===== src/rtl/game_pkg.sv =====
// Shared types for the 3x3 turn controller: cell/player codes, FSM states, win-line table.
package game_pkg;

  typedef logic [1:0] pos_t;

  localparam pos_t EMPTY = 2'b00;
  localparam pos_t P1    = 2'b01;
  localparam pos_t P2    = 2'b10;

  typedef enum logic [2:0] {
    TURN_P1,
    TURN_P2,
    CHECK,
    WIN,
    DRAW
  } state_t;

  // Cell numbers 1..9, row-major; index order is the win_line priority.
  localparam int LINE_TBL [8][3] = '{
    '{1, 2, 3}, '{4, 5, 6}, '{7, 8, 9},
    '{1, 4, 7}, '{2, 5, 8}, '{3, 6, 9},
    '{1, 5, 9}, '{3, 5, 7}
  };

  function automatic pos_t other(input pos_t p);
    return (p == P1) ? P2 : P1;
  endfunction

endpackage


===== src/rtl/game_ctrl_board_eval.sv =====
// Combinational board evaluator: lowest-index full line owned by player, and board-full flag.
module board_eval
  import game_pkg::*;
(
  input  logic [17:0] board,
  input  pos_t        player,
  output logic        line_hit,
  output logic [3:0]  line_idx,
  output logic        full
);

  always_comb begin
    line_hit = 1'b0;
    line_idx = '0;
    full     = 1'b1;
    for (int i = 0; i < 9; i++) begin
      if (board[2*i +: 2] == EMPTY) full = 1'b0;
    end
    for (int l = 0; l < 8; l++) begin
      if (!line_hit &&
          board[2*(LINE_TBL[l][0]-1) +: 2] == player &&
          board[2*(LINE_TBL[l][1]-1) +: 2] == player &&
          board[2*(LINE_TBL[l][2]-1) +: 2] == player) begin
        line_hit = 1'b1;
        line_idx = 4'(l + 1);
      end
    end
  end

endmodule


===== src/rtl/game_ctrl.sv =====
// Turn controller for 3x3 three-in-a-row: ack/err 1 cycle after accept, result 2 cycles after.
// move_ready is low outside TURN states and whenever new_game is asserted.
module game_ctrl
  import game_pkg::*;
#(
  parameter int TIMEOUT_CYC = 1000,
  parameter int SCORE_W     = 4
) (
  input  logic               clk,
  input  logic               rst,
  input  logic               new_game,
  input  logic               move_valid,
  input  logic [3:0]         move_pos,
  output logic               move_ready,
  output logic               move_ack,
  output logic               move_err,
  output logic               timeout,
  output logic [17:0]        board,
  output logic [1:0]         turn,
  output logic               game_over,
  output logic [1:0]         who_win,
  output logic [3:0]         win_line,
  output logic [SCORE_W-1:0] score_p1,
  output logic [SCORE_W-1:0] score_p2
);

  localparam int TW = (TIMEOUT_CYC > 0) ? $clog2(TIMEOUT_CYC + 1) : 1;
  localparam logic [TW-1:0] T_LAST = (TIMEOUT_CYC > 0) ? TW'(TIMEOUT_CYC - 1) : '0;

  state_t             state_q, state_d;
  logic [17:0]        board_q, board_d;
  pos_t               starter_q, starter_d;
  pos_t               mover_q, mover_d;
  logic [TW-1:0]      timer_q, timer_d;
  logic               move_ack_q, move_ack_d;
  logic               move_err_q, move_err_d;
  logic               timeout_q, timeout_d;
  pos_t               who_win_q, who_win_d;
  logic [3:0]         win_line_q, win_line_d;
  logic [SCORE_W-1:0] score_p1_q, score_p1_d;
  logic [SCORE_W-1:0] score_p2_q, score_p2_d;
  pos_t               turn_q, turn_d;
  logic               game_over_q, game_over_d;

  logic       in_turn, accept, legal, expire;
  pos_t       cur, cell_sel;
  logic       line_hit, full;
  logic [3:0] line_idx;

  function automatic state_t turn_of(input pos_t p);
    return (p == P2) ? TURN_P2 : TURN_P1;
  endfunction

  board_eval u_eval (
    .board    (board_q),
    .player   (mover_q),
    .line_hit (line_hit),
    .line_idx (line_idx),
    .full     (full)
  );

  always_comb begin
    in_turn    = (state_q == TURN_P1) || (state_q == TURN_P2);
    cur        = (state_q == TURN_P2) ? P2 : P1;
    move_ready = in_turn && !new_game;
    accept     = move_valid && move_ready;
    // Positions outside 1..9 read as occupied so they fall into the reject path.
    cell_sel   = P1;
    for (int i = 0; i < 9; i++) begin
      if (move_pos == 4'(i + 1)) cell_sel = board_q[2*i +: 2];
    end
    legal  = accept && (cell_sel == EMPTY);
    expire = in_turn && (TIMEOUT_CYC != 0) && (timer_q == T_LAST);
  end

  always_comb begin
    state_d    = state_q;
    board_d    = board_q;
    starter_d  = starter_q;
    mover_d    = mover_q;
    timer_d    = timer_q;
    move_ack_d = 1'b0;
    move_err_d = 1'b0;
    timeout_d  = 1'b0;
    who_win_d  = who_win_q;
    win_line_d = win_line_q;
    score_p1_d = score_p1_q;
    score_p2_d = score_p2_q;

    if (new_game) begin
      board_d    = '0;
      who_win_d  = EMPTY;
      win_line_d = '0;
      timer_d    = '0;
      if (state_q == WIN || state_q == DRAW) begin
        starter_d = other(starter_q);
        state_d   = turn_of(other(starter_q));
      end else begin
        state_d = turn_of(starter_q);
      end
    end else begin
      case (state_q)
        TURN_P1, TURN_P2: begin
          if (legal) begin
            for (int i = 0; i < 9; i++) begin
              if (move_pos == 4'(i + 1)) board_d[2*i +: 2] = cur;
            end
            move_ack_d = 1'b1;
            mover_d    = cur;
            timer_d    = '0;
            state_d    = CHECK;
          end else begin
            move_err_d = accept;
            if (expire) begin
              timeout_d = 1'b1;
              timer_d   = '0;
              state_d   = turn_of(other(cur));
            end else if (TIMEOUT_CYC != 0) begin
              timer_d = timer_q + 1'b1;
            end
          end
        end
        CHECK: begin
          if (line_hit) begin
            state_d    = WIN;
            who_win_d  = mover_q;
            win_line_d = line_idx;
            if (mover_q == P1 && score_p1_q != '1) score_p1_d = score_p1_q + 1'b1;
            if (mover_q == P2 && score_p2_q != '1) score_p2_d = score_p2_q + 1'b1;
          end else if (full) begin
            state_d = DRAW;
          end else begin
            state_d = turn_of(other(mover_q));
            timer_d = '0;
          end
        end
        default: ;
      endcase
    end

    turn_d      = (state_d == TURN_P1) ? P1 : (state_d == TURN_P2) ? P2 : EMPTY;
    game_over_d = (state_d == WIN) || (state_d == DRAW);
  end

  always_ff @(posedge clk) begin
    if (rst) begin
      state_q     <= TURN_P1;
      board_q     <= '0;
      starter_q   <= P1;
      mover_q     <= EMPTY;
      timer_q     <= '0;
      move_ack_q  <= 1'b0;
      move_err_q  <= 1'b0;
      timeout_q   <= 1'b0;
      who_win_q   <= EMPTY;
      win_line_q  <= '0;
      score_p1_q  <= '0;
      score_p2_q  <= '0;
      turn_q      <= P1;
      game_over_q <= 1'b0;
    end else begin
      state_q     <= state_d;
      board_q     <= board_d;
      starter_q   <= starter_d;
      mover_q     <= mover_d;
      timer_q     <= timer_d;
      move_ack_q  <= move_ack_d;
      move_err_q  <= move_err_d;
      timeout_q   <= timeout_d;
      who_win_q   <= who_win_d;
      win_line_q  <= win_line_d;
      score_p1_q  <= score_p1_d;
      score_p2_q  <= score_p2_d;
      turn_q      <= turn_d;
      game_over_q <= game_over_d;
    end
  end

  assign move_ack  = move_ack_q;
  assign move_err  = move_err_q;
  assign timeout   = timeout_q;
  assign board     = board_q;
  assign turn      = turn_q;
  assign game_over = game_over_q;
  assign who_win   = who_win_q;
  assign win_line  = win_line_q;
  assign score_p1  = score_p1_q;
  assign score_p2  = score_p2_q;

endmodule

===== config.mk =====
export PLATFORM = sky130hd
export DESIGN_NAME = game_ctrl
export DESIGN_NICKNAME = d
export VERILOG_FILES = /design/src/rtl/game_pkg.sv /design/src/rtl/game_ctrl_board_eval.sv /design/src/rtl/game_ctrl.sv
export SDC_FILE = /design/constraint.sdc
export NUM_CORES = 1
export LEC_CHECK = 0
export ABC_AREA = 1
export BUFFER_PORTS_ARGS = -buffer_cell sky130_fd_sc_hd__buf_4
export CORE_ASPECT_RATIO = 0.6
export CORE_MARGIN = 10
export CORE_UTILIZATION = 37
export DETAILED_ROUTE_END_ITERATION = 7
export SLEW_MARGIN = 25
export SYNTH_ARGS = -nofsm -noshare
export SYNTH_HDL_FRONTEND = slang
export SYNTH_SLANG_ARGS = --single-unit

===== constraint.sdc =====
create_clock -name clk -period 2.2 [get_ports clk]
set_input_delay 0.11 -clock clk [delete_from_list [all_inputs] [get_ports clk]]
set_output_delay 0.11 -clock clk [all_outputs]
set_load 0.02 [all_outputs]

Word-level counts from Yosys, hierarchy flattened
Index checks and enable logic that the tools add are counted.

storage, ports and cells
  register bits = 55
  latch bits = 0
  bits in writable memories = 0
  ROM bits = 0
  output and inout bits = 39
  word-level logic and storage cells = 195
  memories kept = 0

operators by class
  $add $sub $neg = 3
  $mul = 0
  div/mod/pow operators = 0
  $lt $le $gt $ge = 0
  equal/unequal tests = 38
  shifts and indexed selects = 0
  muxes and demuxes = 57
  bitwise operators = 2
  reduce and logical (&&, ||, !) cells = 73

operators by type and width
  kind                                                                   number
  10-bit 2-to-1 mux                                                      4
  3-bit AND reduction                                                    11
  2-bit 2-to-1 mux                                                       16
  1-bit logical AND                                                      29
  3-bit 2-to-1 mux                                                       9
  1-bit 2-to-1 mux                                                       25
  2-bit logical NOT                                                      10
  10-bit case mux with 2 select lines                                    1
  2-bit equality test                                                    9
  4-bit by 3-bit equality test with 1-bit output, second input constant  4
  10-bit by 1-bit adder with 10-bit output, second input constant        1
  10-bit equality test, second input constant                            1
  2-bit equality test, second input constant                             5
  3-bit by 2-bit equality test with 1-bit output, second input constant  3
  4-bit by 1-bit adder with 4-bit output, second input constant          2
  4-bit by 2-bit equality test with 1-bit output, second input constant  2
  4-bit equality test, second input constant                             2
  1-bit logical NOT                                                      8
  4-bit inequality test, second input constant                           2
  4-bit AND reduction                                                    2
  2-bit by 1-bit equality test with 1-bit output, second input constant  3
  3-bit by 1-bit equality test with 1-bit output, second input constant  2
  3-bit equality test, second input constant                             2
  3-bit logical NOT                                                      2
  11 further kinds                                                       18

Logic depth before layout (Yosys ltp)
  word-level depth = 44
  gate-level depth with buffers = 16

Cells and area by module
A second synthesis with hierarchy kept.

second synthesis, totals
  cells, all modules = 467
  area, all modules = 3196.8 um^2

modules (own cells, without submodules)
  module      times used  cells each  area each (um^2)  sequential area each (um^2)
  game_ctrl   1           350         2541.2            1101.1
  board_eval  1           117         655.6             0.0

Least setup slack after synthesis
OpenSTA, ideal clock, no wires.

  path type = register to register
  start point = register board_q[9] (netlist: board[9])
  end point = register score_p1_q[3] (netlist: score_p1[3])
  data arrival time = 1.730 ns
  required time = 2.072 ns
  slack = 0.341 ns
  stages on the path, launching flop included = 12
  clock period less this slack = 1.859 ns
  cell sequence = dfxtp_1 -> inv_1 -> nand2_1 -> nand2_1 -> nor2_1 -> nand3_2 -> nand4_4 -> nor2_4 -> nand4_4 -> nand4_1 -> nor3_1 -> nor3b_2

on the way
  word-level cells in the longest chain between the ends = 35

RTL lines
  item                             line                        RTL
  start, declared                  game_ctrl.sv:31             logic [17:0] board_q, board_d;
  start signal, assigned           game_ctrl.sv:163            board_q <= board_d;
  2-bit equality test *            game_ctrl_board_eval.sv:22  board[2*(LINE_TBL[l][1]-1) +: 2] == player &&
  1-bit logical AND                game_ctrl_board_eval.sv:21  board[2*(LINE_TBL[l][0]-1) +: 2] == player &&
  1-bit logical AND                game_ctrl_board_eval.sv:22
  1-bit 2-to-1 mux                 game_ctrl_board_eval.sv:20  if (!line_hit &&
  1-bit logical NOT                game_ctrl_board_eval.sv:20
  1-bit logical AND                game_ctrl_board_eval.sv:20
  1-bit logical AND                game_ctrl_board_eval.sv:21
  1-bit logical AND                game_ctrl_board_eval.sv:22
  [19 not listed]                  -
  1-bit logical AND                game_ctrl_board_eval.sv:22
  1-bit 2-to-1 mux                 game_ctrl_board_eval.sv:20
  1-bit logical NOT                game_ctrl_board_eval.sv:20
  1-bit logical AND                game_ctrl_board_eval.sv:20
  1-bit logical AND                game_ctrl_board_eval.sv:21
  1-bit logical AND                game_ctrl_board_eval.sv:22
  1-bit 2-to-1 mux *               game_ctrl_board_eval.sv:20
  4-bit AND reduction (no line) *  -
  end signal, assigned             game_ctrl.sv:172            score_p1_q <= score_p1_d;
  end, declared                    game_ctrl.sv:40             logic [SCORE_W-1:0] score_p1_q, score_p1_d;

Every way passes the cells marked *; elsewhere a longest branch is shown, timed or not.
A chain may end at the register's enable or synchronous reset.

Final worst setup path
  start point = register board_q[2] (netlist: board[2])
  end point = register turn_q[1] (netlist: turn[1])

on the way
  word-level cells in the longest chain between the ends = 44
  elaborated cells between the ends (all ways) = 67

RTL lines
  item                                                                                        line                                                    RTL
  2-bit equality test                                                                         game_ctrl_board_eval.sv:21, game_ctrl_board_eval.sv:22
  1-bit logical AND                                                                           game_ctrl_board_eval.sv:21
  1-bit logical AND                                                                           game_ctrl_board_eval.sv:22
  1-bit 2-to-1 mux                                                                            game_ctrl_board_eval.sv:20
  1-bit logical NOT                                                                           game_ctrl_board_eval.sv:20
  1-bit logical AND                                                                           game_ctrl_board_eval.sv:20
  1-bit logical AND                                                                           game_ctrl_board_eval.sv:21
  1-bit logical AND                                                                           game_ctrl_board_eval.sv:22
  [28 not listed]                                                                             -
  1-bit logical AND                                                                           game_ctrl_board_eval.sv:21
  1-bit logical AND                                                                           game_ctrl_board_eval.sv:22
  1-bit 2-to-1 mux                                                                            game_ctrl_board_eval.sv:20
  3-bit 2-to-1 mux                                                                            game_ctrl.sv:124                                        if (line_hit) begin
  3-bit case mux with 2 select lines *                                                        game_ctrl.sv:102                                        case (state_q)
  3-bit 2-to-1 mux *                                                                          game_ctrl.sv:90                                         if (new_game) begin
  3-bit by 1-bit equality test with 1-bit output / 3-bit logical NOT (equally long branches)  game_ctrl.sv:141                                        turn_d = (state_d == TURN_P1) ? P1 : (state_d == TURN_P2) ? P2 : EMPTY;
  2-bit 2-to-1 mux / 2-bit OR reduction (equally long branches)                               -
  end signal, assigned                                                                        game_ctrl.sv:174                                        turn_q <= turn_d;
  end, declared                                                                               game_ctrl.sv:42                                         pos_t turn_q, turn_d;

Marks and branches as above.

==> metrics.md <==
| Metric | Value |
|---|---|
| GR Util All Layers | `14.0%` |
| Wirelength per Cell | `14.3 um` |
| Antenna cell count | `0` |
| Syn_area_per_cell | `6.65 um2` |
| #FFs+latches synth | `55` |
| Worst-Skew Late Latency | `290 ps` |
| DP Worst Slack | `15.8 ps` |
| Top cell type's share of synthesized area | `35.7%` |
| RR Startpoint | `board[2]$_SDFFE_PP0P_` |
| Final WL | `8.97 mm` |
| Sink Count | `55` |
| Actual slew at the worst max-slew pin | `965 ps` |
| GRT overflow | `0` |
| Initial antenna violation count | `0` |
| Hold path startpoint | `move_valid` |
| CTS max path bufs | `2` |
| Crit. End Element | `register` |
| Worst R2R End | `turn[1]$_SDFF_PP0_` |
| Die width | `138 um` |
| Share of post-route cells with drive strength above 1 | `18.3%` |
| Buffers on Ports | `46` |
| Mapped cell area | `3080 um2` |
| Register area share after synthesis | `35.7%` |
| Worst-path fanout max | `6` |
| Setup ws final | `93.4 ps` |
| Dominant cells by area after synthesis | `dfxtp_1 36%, nand2_1 14%, nor2_1 8.3%` |
| Total negative slack | `0 ps` |
| TritonCTS buffer count | `5` |
| Layout fillers | `821` |
| Yosys cell types | `35` |
| Async set-or-reset flop fraction in the synthesized netlist | `0%` |
| ANT nets after route | `0` |
| Unrepaired setup endpoints after global routing | `yes` |
| Startpoint types | `register` |
| Max VDD drop | `0.243 mV` |
| Largest net degree at the start of global routing | `25` |
| Most frequent cells in the layout | `110 x nand2_1, 67 x inv_1, 64 x nor2_1` |
| Final worst path period share | `95.8%` |
| Maxcap violations | `0` |
| Cell Chain, Critical Path | `inv_1 -> nand2_1 -> nand2_1 -> nor2_1 -> nand3_1 -> inv_2 -> nor2_4 -> nand4_4 -> nand2_4 -> buf_4 -> nand3_1 -> nand2_1 -> nand2_1 -> nand2_1 -> nor2_1` |
| Post-synth EDFFs | `0` |
| Pleak | `1.64 nW` |
| Hold depth | `3` |
| Via count | `3127` |
| Hpwl dp | `6.91 mm` |
| Reg2Reg Depth | `15` |
| Initial drt markers | `329` |
| Syn Nets | `475` |
| Die H | `90.7 um` |
| Metal2 WL | `3.38 mm` |
| Number of buffers and inverters on the critical path | `3` |
| Nets@finish | `528` |
| Run status | `complete, no violations` |
| Endpoints failing setup | `0` |
| Number of global-route vias before repair | `2826` |
| Top FF cell, synth | `dfxtp_1` |
| Initial Utilization | `38.7%` |
| Fmax | `475 MHz` |
| Core Region | `7980 um2` |
| Cts hold-fix bufs | `0` |
| Highest Signal Layer | `met4` |
| Final Critical Period | `2110 ps` |
| CTS tree | `done` |
| Slew margin rel. | `35.6%` |
| CP peak stage delay | `440 ps` |
| Cell Rows | `25` |
| Critical Path Most Common Cell | `nand2_1` |
| Clock H-tree levels | `2` |
| Worst path slowest cell | `dfxtp_1` |
| Clock slew at reported path FFs | `70 ps` |
| Wire length on met3 | `812 um` |
| Power density cells | `557 nW/um2` |
| Drt pass-1 iters | `5` |
| Met1 WL | `4.71 mm` |
| WP data required | `2420 ps` |
| Root Driver | `clkbuf_16` |
| Post-Syn Instances | `464` |
| R2r setup slk | `90 ps` |
| Clk_skew | `4.22 ps` |
| Kind of critical path | `register to register` |
| Largest delay share family, worst path | `simple AND/OR/NAND/NOR gates` |
| Pins Over Slew Limit | `0` |
| Drt drc | `0` |
| First-pass GRT wire length | `14.3 mm` |
| Drt via density | `5.00` |
| Routability cong. | `0.939` |
| Ys Warns | `0` |
| Die area | `12500 um2` |
| Num ports | `47` |
| Synth area leader | `dfxtp_1` |
| WP data arrival | `2330 ps` |
| Hold WC Path Type | `input port to register` |
| Area Growth Syn to Fin | `22.3%` |
| Commonest non-fill, non-tap cell in the layout | `nand2_1` |
| Hold Vio Cnt, Final | `0` |
| Worst Hold End | `move_err$_SDFF_PP0_` |
-- final cells by class --
| class | instances | area (um2) | share of cell area (%) |
|---|---|---|---|
| Clock buffer | 6 | 129 | 3.42 |
| Clock inverter | 2 | 12.5 | 0.332 |
| Inverter | 71 | 272 | 7.20 |
| Multi-Input combinational cell | 328 | 1680 | 44.6 |
| Sequential cell | 55 | 1110 | 29.5 |
| Tap cell | 108 | 135 | 3.58 |
| Timing Repair Buffer | 56 | 428 | 11.3 |
-- per-layer routing --
layer | vias up | track usage (%)
li1 | 1607 | -
met1 | 1404 | 21.3
met2 | 109 | 17.4
met3 | 7 | 5.11
met4 | 0 | 3.20
met5 | - | 0
-- cell usage after synthesis (all sizes together) (2+ instances only) --
cell	count
ha	3
o211ai	3
nor3	9
inv	70
a211oi	10
nand2	113
nor4	2
clkbuf	4
nor3b	3
o21ai	20
o31ai	2
nor2	74
buf	6
xor2	6
dfxtp	55
nand3	32
a21oi	26
nand4	12
o21a	9
-- flip-flops by register name, summed over array words and instances, names as in the netlist --
register,cells
timer_q,10
score_p2,4
game_over,1
state_q,3
move_ack,1
move_err,1
win_line,4
turn,2
score_p1,4
mover_q,2
starter_q,2
timeout,1
who_win,2
board,18
-- tightest hold or removal path, cell delays in order --
cell and delay, ps:
buf_4 80, inv_1 30, nor2_1 80
-- logic make-up after synthesis --
logic type	Yosys count	synth area share, %
simple gates	246	36.6
buf+inv	81	10.6
compound gates	72	13.8
flops	55	35.7
xor+xnor	7	1.99
fa+ha+maj	3	1.22
-- power breakdown --
part	total (W)	switching [W]	leakage [nW]	internal, W
Sequential	0.00101	0.00000825	0.447	0.00100
Combinational	0.000314	0.000217	1.13	0.0000969
Clock	0.000774	0.000354	0.0669	0.000421
-- worst max path at each step --
| stage | end | cells after the start | startpoint | slack [ps] |
|---|---|---|---|---|
| floorplan | score_p1[3]$_SDFFE_PP0P_ | 11 | board[9]$_SDFFE_PP0P_ | 340 |
| global placement | timer_q[5]$_SDFFE_PP0P_ | 13 | mover_q[1]$_SDFFE_PP0P_ | 120 |
| detailed placement | timer_q[1]$_SDFFE_PP0P_ | 13 | mover_q[1]$_SDFFE_PP0P_ | 20 |
| CTS | timer_q[1]$_SDFFE_PP0P_ | 13 | mover_q[1]$_SDFFE_PP0P_ | 7 |
| global route | timer_q[1]$_SDFFE_PP0P_ | 13 | mover_q[0]$_SDFFE_PP0P_ | -30 |
| finish | turn[1]$_SDFF_PP0_ | 15 | board[2]$_SDFFE_PP0P_ | 90 |
-- stage by stage --
stage                     hold slack (ps)  instances  cell area, um2  power, W  util [%]
after detailed placement              341        615            3560   0.00133      44.6
after global routing                 53.5        626            3770   0.00220      47.3
after global placement                339        615            3560   0.00133      44.6
final                                42.8        626            3770   0.00210      47.3
after CTS                            38.3        624            3710   0.00211      46.5
after floorplan                       222        464            3080   0.00126         -
-- timing repair --
item / CTS / global route
resized for setup: 1 / 20
cloned: 0 / 0
pin swaps: 2 / 7
endpoints found under the setup margin: 1 / 25
setup buffers: 1 / 2
(Power assumes the default switching activity.)
